## config.mk

```make
export PLATFORM = sky130hd
export DESIGN_NAME = shape_row_reader
export DESIGN_NICKNAME = d
export VERILOG_FILES = /design/src/rtl/shape_row_reader_pkg.sv /design/src/rtl/shape_row_reader_serializer.sv /design/src/rtl/shape_row_reader.sv
export SDC_FILE = /design/constraint.sdc
export NUM_CORES = 1
export LEC_CHECK = 0
export ABC_AREA = 1
export CAP_MARGIN = 20
export CELL_PAD_IN_SITES_DETAIL_PLACEMENT = 2
export CELL_PAD_IN_SITES_GLOBAL_PLACEMENT = 2
export CORE_MARGIN = 1
export CORE_UTILIZATION = 28
export CTS_CLUSTER_DIAMETER = 60
export DETAILED_ROUTE_END_ITERATION = 8
export PLACE_DENSITY = 0.85
export RECOVER_POWER = 50
export SYNTH_ARGS = -nofsm -noshare
export SYNTH_HDL_FRONTEND = slang
export SYNTH_SLANG_ARGS = --single-unit
```

## constraint.sdc

```tcl
create_clock -name clk -period 3 [get_ports clk]
set_clock_uncertainty 0.1 [all_clocks]
set_input_delay 0.6 -clock clk [delete_from_list [all_inputs] [get_ports clk]]
set_output_delay 0.6 -clock clk [all_outputs]
set_load 0.1 [all_outputs]
```

## src/rtl/shape_row_reader_pkg.sv

```systemverilog
// rtl/shape_row_reader_pkg.sv - shared constants, shape id type and FSM encoding for the shape row reader
package shape_row_reader_pkg;

  localparam int SHAPE_ROW_W  = 51;
  localparam int SHAPE_ROWS   = 60;
  localparam int SHAPE_ADDR_W = 6;
  localparam int SHAPE_X_W    = 6;

  typedef logic [1:0] shape_id_t;

  typedef enum logic [2:0] {
    ST_IDLE  = 3'd0,
    ST_FETCH = 3'd1,
    ST_LOAD  = 3'd2,
    ST_SHIFT = 3'd3,
    ST_FIN   = 3'd4
  } state_t;

endpackage

```

## src/rtl/shape_row_reader_serializer.sv

```systemverilog
// rtl/shape_row_reader_serializer.sv - row load/shift register with column counter and valid/ready hold
module shape_row_serializer #(
  parameter int W   = 51,
  parameter int X_W = 6
) (
  input  logic           clk,
  input  logic           rst,
  input  logic           i_load,
  input  logic [W-1:0]   i_load_data,
  input  logic           i_ready,
  output logic           o_valid,
  output logic           o_data,
  output logic [X_W-1:0] o_x,
  output logic           o_row_end
);

  localparam logic [X_W-1:0] LAST_COL = X_W'(W - 1);

  logic [W-1:0]   r_shift;
  logic [X_W-1:0] r_col;
  logic           r_valid;
  logic           w_xfer;

  assign w_xfer    = r_valid & i_ready;
  assign o_row_end = w_xfer & (r_col == LAST_COL);
  assign o_valid   = r_valid;
  // Gate data with valid so the stream reads 0 whenever nothing is being offered.
  assign o_data    = r_valid & r_shift[W-1];
  assign o_x       = r_col;

  // Load a row, then advance one pixel per accepted transfer; drop valid after the last column.
  always_ff @(posedge clk or posedge rst) begin
    if (rst) begin
      r_shift <= '0;
      r_col   <= '0;
      r_valid <= 1'b0;
    end else if (i_load) begin
      r_shift <= i_load_data;
      r_col   <= '0;
      r_valid <= 1'b1;
    end else if (w_xfer) begin
      if (r_col == LAST_COL) begin
        r_valid <= 1'b0;
      end else begin
        r_shift <= {r_shift[W-2:0], 1'b0};
        r_col   <= r_col + 1'b1;
      end
    end
  end

endmodule

```

## src/rtl/shape_row_reader.sv

```systemverilog
// rtl/shape_row_reader.sv - walks the rows of one shape ROM image and streams its pixels with x/y coordinates
module shape_row_reader
  import shape_row_reader_pkg::*;
#(
  parameter int ROW_W  = SHAPE_ROW_W,
  parameter int ROWS   = SHAPE_ROWS,
  parameter int ADDR_W = SHAPE_ADDR_W,
  parameter int X_W    = SHAPE_X_W
) (
  input  logic              clk,
  input  logic              rst,
  input  logic              i_start,
  input  logic [1:0]        i_shape_sel,
  output logic              o_busy,
  output logic              o_done,
  output logic [1:0]        o_rom_dataret,
  output logic [ADDR_W-1:0] o_rom_address,
  input  logic [ROW_W-1:0]  i_rom_outdata,
  output logic              o_pix_valid,
  input  logic              i_pix_ready,
  output logic              o_pix_data,
  output logic [X_W-1:0]    o_pix_x,
  output logic [ADDR_W-1:0] o_pix_y,
  output logic              o_pix_last
);

  localparam logic [ADDR_W-1:0] LAST_ROW = ADDR_W'(ROWS - 1);
  localparam logic [X_W-1:0]    LAST_COL = X_W'(ROW_W - 1);

  state_t            r_state;
  logic              r_busy;
  logic              r_done;
  shape_id_t         r_shape;
  logic [ADDR_W-1:0] r_row;
  logic [ADDR_W-1:0] r_rom_address;
  logic              w_load;
  logic              w_row_end;
  logic              w_valid;
  logic [X_W-1:0]    w_x;

  assign w_load = (r_state == ST_LOAD);

  shape_row_serializer #(
    .W   (ROW_W),
    .X_W (X_W)
  ) u_serializer (
    .clk         (clk),
    .rst         (rst),
    .i_load      (w_load),
    .i_load_data (i_rom_outdata),
    .i_ready     (i_pix_ready),
    .o_valid     (w_valid),
    .o_data      (o_pix_data),
    .o_x         (w_x),
    .o_row_end   (w_row_end)
  );

  assign o_busy        = r_busy;
  assign o_done        = r_done;
  assign o_rom_dataret = r_shape;
  assign o_rom_address = r_rom_address;
  assign o_pix_valid   = w_valid;
  assign o_pix_x       = w_x;
  assign o_pix_y       = r_row;
  assign o_pix_last    = w_valid & (w_x == LAST_COL) & (r_row == LAST_ROW);

  // Frame sequencer: address is set up one state ahead so the ROM sees it during FETCH.
  always_ff @(posedge clk or posedge rst) begin
    if (rst) begin
      r_state       <= ST_IDLE;
      r_busy        <= 1'b0;
      r_done        <= 1'b0;
      r_shape       <= '0;
      r_row         <= '0;
      r_rom_address <= '0;
    end else begin
      case (r_state)
        ST_IDLE: begin
          r_done <= 1'b0;
          if (i_start) begin
            r_shape       <= i_shape_sel;
            r_row         <= '0;
            r_rom_address <= '0;
            r_busy        <= 1'b1;
            r_state       <= ST_FETCH;
          end
        end
        ST_FETCH: r_state <= ST_LOAD;
        ST_LOAD:  r_state <= ST_SHIFT;
        ST_SHIFT: begin
          if (w_row_end) begin
            if (r_row == LAST_ROW) begin
              r_done  <= 1'b1;
              r_state <= ST_FIN;
            end else begin
              r_row         <= r_row + 1'b1;
              r_rom_address <= r_row + 1'b1;
              r_state       <= ST_FETCH;
            end
          end
        end
        ST_FIN: begin
          r_done  <= 1'b0;
          r_busy  <= 1'b0;
          r_state <= ST_IDLE;
        end
        default: r_state <= ST_IDLE;
      endcase
    end
  end

endmodule

```

==> flow_metrics.py, run 1 <==
metrics = {
    "outcome": {
        "status": "finished, final reports clean",
    },
    "clock_network": {
        "root_buffer": "clkbuf_16",
        "clk_path_buf_depth": 2,
        "cts.sinks": 71,
        "cts_tree": "built",
        "post_cts_buffers": 0,
        "clock_latency_ns": 0.33,
        "numCtsBuffers": 9,
        "clk_pin_slew_ns": 0.06,
        "post_cts_resized": 0,
        "ctsHoldBuffers": 0,
        "h-tree-depth": 3,
    },
    "global_routing": {
        "grt-ovfl-total": 0,
        "grtUsageMet2": 0.343,
        "grt_use_met3": 0.0252,
        "busiest_layer": "met2",
        "grt_use_total": 0.183,
        "antenna_found_initial": 0,
        "grt_pass1_vias": 3475,
        "grt_first_pass_wirelength_um": 17800,
        "grt_max_degree": 72,
        "grtUsageMet1": 0.217,
    },
    "synth": {
        "avgSynthCellArea_um2": 8.09,
        "synth_nets": 470,
        "yosysTopAreaCell": "dfrtp_1",
        "synth_seq_cells": 71,
        "synth.distinct_cells": 23,
        "syn_inst": 410,
        "synth_top_area_frac": 0.536,
        "ys_seq_area_frac": 0.536,
        "ys_warn_count": 0,
        "syn_area_mm2": 0.00332,
        "synthTopCellsByArea": "dfrtp_1 (54%), nand2_1 (20%), nand3_1 (7.8%)",
    },
    "die": {
        "ioPinCount": 82,
        "die_area_mm2": 0.0123,
        "design.core.area_mm2": 0.0115,
        "start_util": 0.289,
        "die_h_um": 111,
        "die_w_um": 111,
        "rows": 39,
    },
    "final_layout": {
        "area_growth_pct": 35.6,
        "final_core_util": 0.392,
        "antennaDiodeCount": 0,
        "fill_cells": 1283,
        "drive_gt1_frac": 0.0978,
        "nNetsFinal": 546,
    },
    "power_and_ir_drop": {
        "power_mw": 4.70,
        "power_leakage_nw": 2.11,
        "powerDensity_mw_per_mm2": 1040,
        "vdd_drop_max_mv": 0.700,
    },
    "sta": {
        "rsz0062_at_grt": "no",
        "slew_viol_final": 0,
        "slew_headroom": 0.207,
        "clock.fmax_mhz": 399,
        "worstMarginPinSlew_ns": 1.19,
        "fin_crit_ns": 2.51,
        "setup_viol": 0,
        "finalCritPeriodShare": 0.836,
        "hold_violations": 0,
        "tns_ns": 0,
    },
    "placement": {
        "port_buffers": 81,
        "dp_hpwl_um": 7260,
        "gp_congestion": 0.782,
    },
    "critical_path": {
        "start_kind": "flop",
        "required_ns": 2.30,
        "end_kind": "output port",
        "path_class": "flop to output port",
        "path_max_fanout": 5,
        "cp.arrival_ns": 1.81,
    },
    "route": {
        "totalWireLength_um": 10600,
        "wl_per_cell_um": 16.7,
        "drt_iter0_markers": 71,
        "antenna_left": 0,
        "viasPerCell": 4.83,
        "dr.pass1.iters": 4,
        "drc": 0,
        "via_count": 3063,
    },
    "hold_path": {
        "hp-class": "flop to flop",
    },
    "job": {
        "drv_cap": 0,
    },
}
logic make-up (layout without fill, tap and decap cells):
kind of cell	Yosys count	in the layout	synth area share
and+or+nand+nor	256	256	0.321
DFF	71	71	0.536
buffers and inverters	48	129	0.0645
AOI/OAI and AO/OA	28	28	0.0558
adders and majority gates	3	3	0.0113
xor gates and xnor gates	2	2	0.00528
muxes	2	2	0.00679
placed cells by master (no fill, tap or decap), drive strengths merged:
cell type,synthesis,routed
xor2,1,1
xnor2,1,1
o211ai,18,18
clkinv,0,3
buf,15,23
clkdlybuf4s50,0,55
nand3,53,53
dlygate4sd3,0,1
o21ai,5,5
inv,28,28
bufinv,0,1
nor3,3,3
mux2,2,2
nor2,20,20
ha,3,3
a21oi,5,5
dfrtp,71,71
clkinvlp,0,1
nor3b,1,1
clkbuf,5,17
nand4,3,3
nand2,176,176
synthesized netlist by cell type:
cell	number
o21ai_0	3
nand3_1	52
buf_2	9
nand4_1	3
nand2_1	176
a21oi_1	5
xnor2_1	1
o211ai_1	18
inv_2	2
nor3_4	1
ha_1	3
inv_1	26
nor3b_1	1
xor2_1	1
nor3_1	2
clkbuf_1	5
buf_4	6
o21ai_1	2
nor2_2	2
nor2_1	18
nand3_2	1
dfrtp_1	71
mux2_2	2
worst paths after layout:
kind                                     startpoint                  endpoint  slack (ns)  depth (start not counted)
max                             u_serializer.o_x[0]                o_pix_last        0.49                          7
min                        u_serializer.r_shift[38]  u_serializer.r_shift[38]        0.38                          2
max reg2reg                     u_serializer.o_x[0]  u_serializer.r_shift[32]        0.59                          8
min reg2reg                u_serializer.r_shift[38]  u_serializer.r_shift[38]        0.38                          2
max in group asynchronous                       rst       u_serializer.o_x[1]        1.73                          3
min in group asynchronous                       rst          o_rom_address[0]        0.71                          3
through the flow:
stage          worst slack (ns)  instance area, µm²  instances  hold slack (ns)
6_report                  0.491                4500        634            0.383
5_1_grt                   0.351                4500        634            0.415
4_1_cts                   0.485                4520        634            0.387
3_5_place_dp              0.476                4230        618            0.373
3_3_place_gp              0.640                4230        618            0.361
2_1_floorplan           0.00769                3330        410            0.342
per-layer routing:
metal	part of all wire	vias up	wire length, µm
met5	0	-	0
met4	0.0085	0	90
met3	0.021	8	226
met2	0.54	40	5710
met1	0.43	1553	4560
li1	-	1462	-
sequential cells by signal, indices dropped and copies added, names as in the netlist:
register              cells
u_serializer.r_shift     51
o_done                    1
o_busy                    1
u_serializer.o_valid      1
r_state                   3
u_serializer.o_x          6
o_rom_address             6
o_rom_dataret             2
final cells by class:
cell class                      count  area (µm²)  area share
Clock buffer                       11         233      0.0517
Multi-Input combinational cell    291        1350       0.300
Tap cell                          143         179      0.0398
Clock inverter                      5        60.1      0.0134
Timing Repair Buffer               85         793       0.176
Sequential cell                    71        1780       0.395
Inverter                           28         105      0.0234
where the power goes:
| group | total [mW] | switching, mW | internal [mW] |
|---|---|---|---|
| logic | 2.01 | 1.47 | 0.546 |
| clock network | 1.06 | 0.417 | 0.646 |
| registers | 1.62 | 0.273 | 1.35 |
worst max-delay path: stages (launching register included):
cell and delay (ns):
dfrtp_1 0.44, inv_1 0.14, ha_1 0.21, nand2_1 0.07, nor2_1 0.13, nand2_1 0.12, nor3_4 0.16, buf_12 0.20
No activity file was read; power rests on OpenSTA's default activity.
==> run 2: changes to the inputs <==
Settings changed: CORE_UTILIZATION 28 to 25, PLACE_DENSITY 0.85 to 0.81.
Clock period 3 ns to 2 ns, I/O delays scaled along.
==> flow_metrics.py, run 2 (same netlist as run 1, synthesis figures left out) <==
metrics = {
    "global_routing": {
        "grt_pass1_vias": 3509,
        "grt_max_degree": 72,
        "grt_use_total": 0.172,
        "grt_first_pass_wirelength_um": 17700,
        "antenna_found_initial": 0,
        "grt-ovfl-total": 0,
    },
    "final_layout": {
        "area_growth_pct": 53.8,
        "antennaDiodeCount": 0,
        "finish.instance_area_mm2": 0.00510,
        "finalNonFillerCells": 690,
        "most-common-layout-cells": "nand2_1 (174), dfrtp_1 (58), clkdlybuf4s50_1 (55)",
        "final_common_cell": "nand2_1",
        "drive_gt1_frac": 0.205,
        "nNetsFinal": 573,
        "largest_reg_flops": 51,
        "regMostFlops": "u_serializer.r_shift",
    },
    "die": {
        "rows": 41,
        "die_area_mm2": 0.0137,
        "start_util": 0.260,
        "design.core.area_mm2": 0.0128,
        "die_w_um": 117,
        "die_h_um": 117,
        "ioPinCount": 82,
    },
    "critical_path": {
        "end_kind": "output port",
        "path_max_fanout": 6,
        "start_kind": "flop",
        "worst-path-buf-inv": 1,
        "path_cells": "ha_4 -> nand3_2 -> nor3_4 -> buf_12",
        "crit_slowest_cell": "dfrtp_2",
        "path_class": "flop to output port",
        "required_ns": 1.50,
        "slowest_delay_ns": 0.47,
        "crit_family": "flip-flops",
        "cp.arrival_ns": 1.63,
    },
    "hold_path": {
        "hp-class": "flop to flop",
    },
    "placement": {
        "place_area_mm2": 0.00472,
        "dp_hpwl_um": 7340,
        "dp_slack_ns": -0.215,
        "place_inst": 660,
        "gp_congestion": 0.799,
        "port_buffers": 81,
    },
    "clock_network": {
        "clk_pin_slew_ns": 0.07,
        "h-tree-depth": 3,
        "cts_tree": "built",
        "clock_latency_ns": 0.34,
        "cts.sinks": 71,
        "ctsHoldBuffers": 0,
        "numCtsBuffers": 9,
        "clk_path_buf_depth": 2,
        "root_buffer": "clkbuf_16",
    },
    "outcome": {
        "violations": "setup timing",
        "status": "finished with violations",
    },
    "power_and_ir_drop": {
        "vdd_drop_max_mv": 0.505,
        "power_leakage_nw": 2.33,
        "power_mw": 7.75,
        "powerDensity_mw_per_mm2": 1520,
    },
    "sta": {
        "setup_viol": 1,
        "fin_crit_ns": 2.13,
        "rsz0062_at_grt": "yes",
        "holdWs_ns": 0.383,
        "slew_viol_final": 0,
        "slew_headroom": 0.324,
        "hold_violations": 0,
        "clock.fmax_mhz": 469,
        "finalCritPeriodShare": 1.07,
        "layout_setup_ws_ns": -0.134,
        "worstMarginPinSlew_ns": 1.01,
    },
    "route": {
        "viasPerCell": 4.70,
        "drc": 0,
        "dr.pass1.iters": 4,
        "totalWireLength_um": 11500,
        "antenna_left": 0,
        "wl_per_cell_um": 16.7,
        "via_count": 3242,
        "drt_iter0_markers": 115,
    },
    "job": {
        "drv_cap": 0,
    },
}
[run 2: layout make-up]
class                      count  area [µm²]
sequential                    71        1790
tap                          172         215
clock inverter                 6        51.3
clock buffer                  10         239
timing repair buffer         110        1260
fill                        1387        7670
inverter                      28         109
multi-input combinational    293        1440
[run 2: path summary, 6_finish.rpt]
path,slack (ns),endpoint,cells after the start,startpoint
max in group asynchronous,0.25,u_serializer.o_x[1],3,rst
hold / removal,0.38,u_serializer.r_shift[14],2,u_serializer.r_shift[14]
setup / recovery,-0.13,o_pix_last,4,o_rom_address[1]
setup reg to reg,0,u_serializer.r_shift[32],9,u_serializer.o_x[0]
min in group asynchronous,0.81,u_serializer.o_x[2],3,rst
hold reg to reg,0.38,u_serializer.r_shift[14],2,u_serializer.r_shift[14]
[run 2: metal layers]
metal  global-route usage  up-vias  routed length [µm]
met2                0.301       68                5890
met3               0.0273       20                 353
met5                    0        -                   0
li1                     -     1522                   -
met4               0.0692        0                 245
met1                0.212     1632                5000
[run 2: what timing repair did]
item / CTS / global route
cloned: 1 / 1
setup buffers: 2 / 10
pin swaps: 5 / 14
setup endpoints to repair: 44 / 13
resized for setup: 7 / 6
[run 2: per-stage QoR]
step,util,setup TNS (ns)
after floorplan,-,-0.445
after global placement,0.369,-5.34
after detailed placement,0.369,-7.98
after CTS,0.396,-0.162
after global routing,0.399,-1.48
final,0.399,-0.134
[run 2: report_power, final]
part	switching, mW	internal [mW]	total (mW)
clock network	0.690	0.889	1.58
logic	2.43	1.34	3.77
registers	0.368	2.03	2.40
[run 2: worst register-to-register path, delay by kind of cell (launching register included)]
family | cells | cell delay [ns]
flops | 1 | 0.41
fa+ha+maj | 1 | 0.16
buf+inv | 2 | 0.18
simple gates | 6 | 1.08
==> run 3: changes to the inputs <==
Settings changed: CAP_MARGIN 20 to not set, CTS_BUF_LIST set to sky130_fd_sc_hd__clkbuf_16.
==> flow_metrics.py, run 3 (same netlist as run 1, synthesis figures left out) <==
metrics = {
    "final_layout": {
        "drive_gt1_frac": 0.203,
        "regMostFlops": "u_serializer.r_shift",
        "largest_reg_flops": 51,
        "area_growth_pct": 53.6,
        "most-common-layout-cells": "nand2_1 (174), dfrtp_1 (58), clkdlybuf4s50_1 (55)",
        "final_common_cell": "nand2_1",
        "antennaDiodeCount": 0,
        "nNetsFinal": 573,
        "finish.instance_area_mm2": 0.00510,
    },
    "route": {
        "drt_iter0_markers": 116,
        "totalWireLength_um": 11700,
        "dr.pass1.iters": 4,
        "viasPerCell": 4.70,
        "wl_per_cell_um": 16.9,
        "antenna_left": 0,
        "via_count": 3240,
        "drc": 0,
    },
    "sta": {
        "rsz0062_at_grt": "yes",
        "slew_viol_final": 0,
        "slew_headroom": 0.328,
        "finalCritPeriodShare": 1.07,
        "tns_ns": -0.146,
        "worstMarginPinSlew_ns": 1.01,
        "clock.fmax_mhz": 466,
        "fin_crit_ns": 2.15,
        "setup_viol": 1,
        "hold_violations": 0,
        "layout_setup_ws_ns": -0.146,
    },
    "global_routing": {
        "grt_use_total": 0.173,
        "grt_first_pass_wirelength_um": 17700,
        "grt_pass1_vias": 3491,
        "grt_max_degree": 72,
        "antenna_found_initial": 0,
        "grt-ovfl-total": 0,
    },
    "die": {
        "rows": 41,
        "die_h_um": 117,
        "die_area_mm2": 0.0137,
        "start_util": 0.260,
        "die_w_um": 117,
        "ioPinCount": 82,
        "design.core.area_mm2": 0.0128,
    },
    "critical_path": {
        "required_ns": 1.50,
        "path_class": "flop to output port",
        "path_max_fanout": 6,
        "start_kind": "flop",
        "end_kind": "output port",
        "cp.arrival_ns": 1.65,
    },
    "placement": {
        "place_area_mm2": 0.00472,
        "dp_hpwl_um": 7340,
        "gp_congestion": 0.799,
        "port_buffers": 81,
    },
    "clock_network": {
        "clk_pin_slew_ns": 0.07,
        "numCtsBuffers": 9,
        "h-tree-depth": 3,
        "clk_path_buf_depth": 2,
        "clock_latency_ns": 0.34,
        "root_buffer": "clkbuf_16",
        "cts_tree": "built",
        "cts.sinks": 71,
    },
    "job": {
        "drv_cap": 0,
    },
    "power_and_ir_drop": {
        "vdd_drop_max_mv": 0.434,
        "powerDensity_mw_per_mm2": 1510,
        "power_leakage_nw": 2.32,
    },
    "outcome": {
        "violations": "setup timing",
        "status": "finished with violations",
    },
    "hold_path": {
        "hp-class": "flop to flop",
    },
}
[run 3: layer usage]
layer / track usage / routed length (µm)
met3: 0.0278 / 320
met1: 0.216 / 5130
met2: 0.299 / 6020
met5: 0 / 0
met4: 0.0675 / 220
[run 3: stage by stage]
step	power (mW)	setup WS (ns)	hold slack (ns)	cells	util
detailed placement	6.05	-0.215	0.377	660	0.369
global route	8.18	-0.187	0.417	690	0.399
finish	7.71	-0.146	0.386	690	0.399
floorplan	4.61	-0.445	0.342	410	-
CTS	7.69	-0.159	0.392	679	0.395
global placement	5.85	-0.131	0.360	660	0.369
[run 3: layout make-up]
cell class | count | area [µm²]
fillers | 1392 | 7680
flip-flops and latches | 71 | 1790
multi-input cells | 293 | 1440
repair buffers | 110 | 1260
clock buffers | 9 | 225
well taps | 172 | 215
inverters | 28 | 109
clock inverters | 7 | 55.1
[run 3: worst paths after layout]
path | cells after the start | slack [ns] | endpoint | startpoint
max reg2reg | 9 | 0.02 | u_serializer.r_shift[3] | u_serializer.o_x[1]
min | 2 | 0.39 | u_serializer.r_shift[0] | u_serializer.r_shift[0]
max in group asynchronous | 3 | 0.27 | u_serializer.o_x[5] | rst
min reg2reg | 2 | 0.39 | u_serializer.r_shift[0] | u_serializer.r_shift[0]
max | 4 | -0.15 | o_pix_last | o_rom_address[1]
min in group asynchronous | 3 | 0.82 | u_serializer.o_valid | rst
[run 3: timing repair]
action,CTS,global route
cloned,1,1
hold endpoints to repair,0,0
setup buffers,2,10
resized for setup,7,7
hold buffers,0,0
setup endpoints to repair,44,9
pin swaps,5,13
[run 3: worst max-delay path: stages, from the launching register on]
cell and delay (ns):
dfrtp_2 0.47, ha_4 0.19, nand3_2 0.15, nor3_4 0.28
buf_12 0.21
[run 3: where the power goes]
group          internal, mW  switching, mW  leakage [nW]
Combinational          1.34           2.43          1.31
Clock                 0.851          0.688         0.134
Sequential             2.04          0.372         0.880
Total                  4.22           3.49          2.32
